### config.mk
export PLATFORM = sky130hd
export DESIGN_NAME = mul_accumulator
export DESIGN_NICKNAME = d
export VERILOG_FILES = /design/src/rtl/mul_accumulator.sv
export SDC_FILE = /design/constraint.sdc
export NUM_CORES = 1
export LEC_CHECK = 0
export CORE_MARGIN = 10
export CORE_UTILIZATION = 40
export CTS_BUF_LIST = sky130_fd_sc_hd__clkbuf_4
export DETAILED_ROUTE_END_ITERATION = 6
export PLACE_DENSITY = 0.61
export SYNTH_ARGS = -nofsm -noshare
export SYNTH_HDL_FRONTEND = slang
export SYNTH_SLANG_ARGS = --single-unit
### constraint.sdc
create_clock -name clk -period 4.98 [get_ports clk]
set_clock_uncertainty 0.05 [all_clocks]
set_input_delay 0.996 -clock clk [delete_from_list [all_inputs] [get_ports clk]]
set_output_delay 0.996 -clock clk [all_outputs]
set_load 0.02 [all_outputs]
### src/rtl/mul_accumulator.sv
// Burst accumulator placed after the W-bit multiplier: sums products into an ACC_W result and holds it on a valid/ready output.
// Define MUL_ACC_SAT_EN to make the accumulator clamp at all-ones on carry out; otherwise it wraps modulo 2^ACC_W.
module mul_accumulator #(
  parameter int W     = 16,
  parameter int ACC_W = 32,
  parameter int CNT_W = 8
) (
  input  logic             clk,
  input  logic             rst_n,
  input  logic             clr,
  input  logic             in_valid,
  output logic             in_ready,
  input  logic [W-1:0]     in_data,
  input  logic             in_last,
  output logic             out_valid,
  input  logic             out_ready,
  output logic [ACC_W-1:0] out_data,
  output logic [CNT_W-1:0] out_count,
  output logic             out_ovf
);

  typedef enum logic [1:0] {S_IDLE, S_ACCUM, S_HOLD} state_t;

  state_t           r_state;
  state_t           w_state_next;
  logic [ACC_W-1:0] r_acc;
  logic [CNT_W-1:0] r_count;
  logic             r_ovf;
  logic [ACC_W-1:0] r_out_data;
  logic [CNT_W-1:0] r_out_count;
  logic             r_out_ovf;

  logic             w_accept;
  logic [ACC_W-1:0] w_acc_base;
  logic [ACC_W:0]   w_sum;
  logic             w_carry;
  logic [ACC_W-1:0] w_acc_next;
  logic [CNT_W-1:0] w_count_next;
  logic             w_ovf_next;

  assign in_ready  = (r_state != S_HOLD);
  assign out_valid = (r_state == S_HOLD);
  assign out_data  = r_out_data;
  assign out_count = r_out_count;
  assign out_ovf   = r_out_ovf;

  assign w_accept   = in_valid && in_ready;
  // A new burst always starts from zero, independent of what acc still holds.
  assign w_acc_base = (r_state == S_IDLE) ? '0 : r_acc;
  assign w_sum      = {1'b0, w_acc_base} + {{(ACC_W + 1 - W){1'b0}}, in_data};
  assign w_carry    = w_sum[ACC_W];

`ifdef MUL_ACC_SAT_EN
  // Once clamped, any later nonzero term carries again, so the clamp persists.
  assign w_acc_next = w_carry ? {ACC_W{1'b1}} : w_sum[ACC_W-1:0];
`else
  assign w_acc_next = w_sum[ACC_W-1:0];
`endif

  assign w_count_next = (r_state == S_IDLE) ? CNT_W'(1)
                      : (&r_count)          ? r_count
                      :                       r_count + CNT_W'(1);
  assign w_ovf_next   = ((r_state == S_IDLE) ? 1'b0 : r_ovf) | w_carry;

  always_ff @(posedge clk or negedge rst_n) begin
    if (!rst_n) begin
      r_state <= S_IDLE;
    end else begin
      r_state <= w_state_next;
    end
  end

  always_comb begin
    w_state_next = r_state;
    if (clr) begin
      w_state_next = S_IDLE;
    end else begin
      case (r_state)
        S_IDLE, S_ACCUM: begin
          if (w_accept) begin
            w_state_next = in_last ? S_HOLD : S_ACCUM;
          end
        end
        S_HOLD: begin
          if (out_ready) begin
            w_state_next = S_IDLE;
          end
        end
        default: w_state_next = S_IDLE;
      endcase
    end
  end

  always_ff @(posedge clk or negedge rst_n) begin
    if (!rst_n) begin
      r_acc       <= '0;
      r_count     <= '0;
      r_ovf       <= 1'b0;
      r_out_data  <= '0;
      r_out_count <= '0;
      r_out_ovf   <= 1'b0;
    end else if (clr) begin
      r_acc       <= '0;
      r_count     <= '0;
      r_ovf       <= 1'b0;
      r_out_data  <= '0;
      r_out_count <= '0;
      r_out_ovf   <= 1'b0;
    end else begin
      case (r_state)
        S_IDLE, S_ACCUM: begin
          if (w_accept) begin
            r_acc   <= w_acc_next;
            r_count <= w_count_next;
            r_ovf   <= w_ovf_next;
            if (in_last) begin
              r_out_data  <= w_acc_next;
              r_out_count <= w_count_next;
              r_out_ovf   <= w_ovf_next;
            end
          end
        end
        S_HOLD: begin
          if (out_ready) begin
            r_acc   <= '0;
            r_count <= '0;
            r_ovf   <= 1'b0;
          end
        end
        default: begin
          r_acc   <= '0;
          r_count <= '0;
          r_ovf   <= 1'b0;
        end
      endcase
    end
  end

endmodule

==> results.yml <==
status:
  run_status: "complete, no violations"
grt:
  antenna_violations_before_repair: 1
  grt_max_degree: 51
  grt_pass1_vias: 4259
  grt-ovfl-total: 0
  grt.total_usage_pct: 16.49
  global_route_wire_length_before_repair_mm: 22.31
placed_design:
  dp.final_hpwl_mm: 9.703
  globalplace.congestion: 0.8540
  io_buffer_count: 64
  dp_cells: 744
yosys:
  seq_area_frac_synth_pct: 43.10
  synth_async_sr_flop_share_pct: 100.0
  yosysUniqueCellTypes: 58
  syn-cell-area_sq_um: 4877
  ys_seq_elements: 84
  gate_count_after_technology_mapping: 550
  synth-edff-count: 0
  yosys_warnings: 0
  mappedNetlistNets: 590
  synth.avg_cell_area_sq_um: 8.868
  top_ff_cell_synth: "sky130_fd_sc_hd__dfrtp_1"
timing:
  final_total_negative_setup_slack_ns: 0
  rsz0062_at_grt: "false"
  slew_viol_final: 0
  part_of_the_cycle_the_worst_path_needs_pct: 79.41
  report.final.hold_viol_count: 0
  setup-violations-final: 0
  fmax_mhz: 252.9
  worst_margin_slew_ns: 0.9116
  layout_min_cycle_time_ns: 3.954
  max-slew-margin-rel_pct: 39.00
finish:
  mostFrequentLayoutCells: "sky130_fd_sc_hd__nand2_1, sky130_fd_sc_hd__dfrtp_1, sky130_fd_sc_hd__clkdlybuf4s50_1"
  layout-drive-gt1-share_pct: 6.046
  number_of_standard_cells_in_the_final_layout_excluding_fillers: 760
  nFillCells: 1153
  mostFrequentLayoutCell: "sky130_fd_sc_hd__nand2_1"
  area_growth_pct: 18.80
  finish.net_count: 648
detailed_routing:
  detail_route.vias_per_cell: 5.754
  routed_wire_length_per_instance_um: 18.11
  drc: 0
  final_antenna_net_count: 0
  drt_first_iter_violations: 300
  vias: 4373
  drt_first_pass_iters: 5
  wirelength_mm: 13.76
worst_setup_path:
  cp-end-kind: "flop"
  setup.worst_path.class: "reg -> reg"
  critical_path.startpoint_type: "flop"
  crit_startpoint: "r_state[0]"
  cp.required_ns: 5.33
  path_cells: "or2_2 -> and2_1 -> ha_1 -> nand2_2 -> o31ai_4 -> o21ai_2 -> a211o_1 -> or4_4 -> or4_1 -> nand3_1"
  reg2reg_from: "r_state[0]"
  max_fanout_on_critical_path: 39
  critical_path.slowest_cell: "sky130_fd_sc_hd__or2_2"
  critPathMaxStageDelay_ns: 0.65
  critical_path_arrival_ns: 4.30
clocking:
  cts.sink_count: 84
  level_count_of_the_clock_h_tree: 3
  cts_tree: "yes"
  cts-resized-gates: 0
  tritoncts.num_buffers: 9
  cts_post_setup_buffers_inserted: 0
  clk_root_buffer_cell: "sky130_fd_sc_hd__clkbuf_4"
  worst_setup_hold_path_clk_slew_ns: 0.13
  cts_hold_buffers: 0
  clk_path_buf_depth: 2
  clock_insertion_delay_worst_skew_ns: 0.46
die:
  die_w_um: 130.4
  floorplan.core_area_sq_um: 11960
  die_outline_area_sq_um: 17010
  boundaryPins: 65
  initial_core_util_pct: 40.77
  die_height_um: 130.4
  floorplan.rows: 40
pwr:
  finalPower_mw: 1.415
  power_leakage_nw: 2.534
  power-per-cell-area_nw_per_um2: 244.3
  ir_worst_vdd_v: 0.0001071
worst_hold_path:
  timing.hold.worst.class: "in -> async"
flow_run:
  timing.max_cap.violations: 0
==> cells in the mapped netlist (all sizes together), types with 2 or more instances <==
| cell type | number | share of area (%) |
|---|---|---|
| o41ai | 2 | 0.36 |
| o21a | 4 | 0.62 |
| nand4 | 4 | 0.51 |
| a211o | 2 | 0.36 |
| o31ai | 7 | 1.4 |
| o211ai | 5 | 0.77 |
| a221o | 2 | 0.41 |
| nor3 | 4 | 0.41 |
| xnor2 | 22 | 4.0 |
| o21bai | 2 | 0.31 |
| a32o | 3 | 0.62 |
| and2 | 18 | 2.3 |
| nor2b | 3 | 0.38 |
| a31o | 2 | 0.36 |
| nor2 | 43 | 3.3 |
| nand3 | 27 | 2.8 |
| a21oi | 39 | 4.0 |
| or4 | 8 | 1.3 |
| ha | 17 | 4.4 |
| inv | 12 | 0.92 |
| nand2 | 89 | 6.9 |
| clkbuf | 24 | 1.8 |
| dfrtp | 84 | 43 |
| and3 | 9 | 1.2 |
| a21o | 6 | 0.92 |
| nand2b | 3 | 0.38 |
| mux2i | 2 | 0.41 |
| a31oi | 11 | 1.5 |
| a21boi | 2 | 0.31 |
| a22o | 20 | 3.6 |
| or3 | 3 | 0.38 |
| o21ai | 32 | 3.4 |
| or2 | 4 | 0.51 |
| xor2 | 10 | 1.8 |
| a211oi | 9 | 1.4 |
==> metrics by stage <==
step,utilization [%],hold WS (ns),setup slack (ns),instance area (sq um)
6_report,48.44,0.4272,1.026,5794
3_5_place_dp,47.38,0.4125,1.081,5668
4_1_cts,48.42,0.4408,1.046,5792
3_3_place_gp,47.38,0.4004,1.147,5668
2_1_floorplan,-,0.3804,1.105,4877
5_1_grt,48.44,0.4465,0.7920,5794
==> worst max-delay path, delay by kind of cell (launching register included) <==
kind | cells | cell delay [ns]
and+or+nand+nor | 6 | 2.11
adders and majority gates | 1 | 0.34
DFF | 1 | 0.53
AOI/OAI and AO/OA | 3 | 0.84
==> final timing paths <==
path	to	slack [ns]	cells after the start
hold reg to reg	out_data[3]	0.44	2
setup reg to reg	r_acc[29]	1.03	10
setup / recovery	r_acc[29]	1.03	10
max in group asynchronous	out_data[23]	3.44	2
min in group clk	out_data[3]	0.44	2
hold / removal	out_data[14]	0.43	1
==> state kept, by name, indices dropped and copies added (netlist names) <==
name and count:
out_data 32, r_acc 32, out_count 8, r_count 8
r_state 2, out_ovf 1, r_ovf 1
==> final cells by class <==
type | instances | area (sq um) | share of cell area [%]
antenna | 1 | 2.502 | 0.04319
clock buffer | 9 | 67.56 | 1.166
inverter | 13 | 48.80 | 0.8422
sequential | 84 | 2102 | 36.28
multi-input combinational | 428 | 2635 | 45.48
tap | 147 | 183.9 | 3.174
clock inverter | 6 | 56.30 | 0.9717
timing repair buffer | 72 | 698.2 | 12.05
==> kinds of logic after synthesis <==
| kind of cell | Yosys count | synth area share [%] |
|---|---|---|
| AND/OR/NAND/NOR | 218 | 20.91 |
| AO/OA/AOI/OAI | 157 | 21.91 |
| flip-flops | 84 | 43.10 |
| buffers and inverters | 38 | 2.924 |
| XOR/XNOR | 32 | 5.746 |
| adder cells (fa/ha/maj) | 18 | 4.772 |
| multiplexers | 3 | 0.6414 |
==> power by group <==
part	switching, mW	internal [mW]
Sequential	0.0206	0.713
Combinational	0.181	0.113
Clock	0.242	0.146
==> layer usage <==
metal / share of wire [%] / global-route usage (%) / up-vias
met5: 0 / 0 / -
met3: 5.8 / 3.263 / 17
met2: 46 / 26.24 / 132
li1: - / - / 2089
met1: 47 / 21.67 / 2135
met4: 1.8 / 6.475 / 0
(Power assumes the default switching activity.)
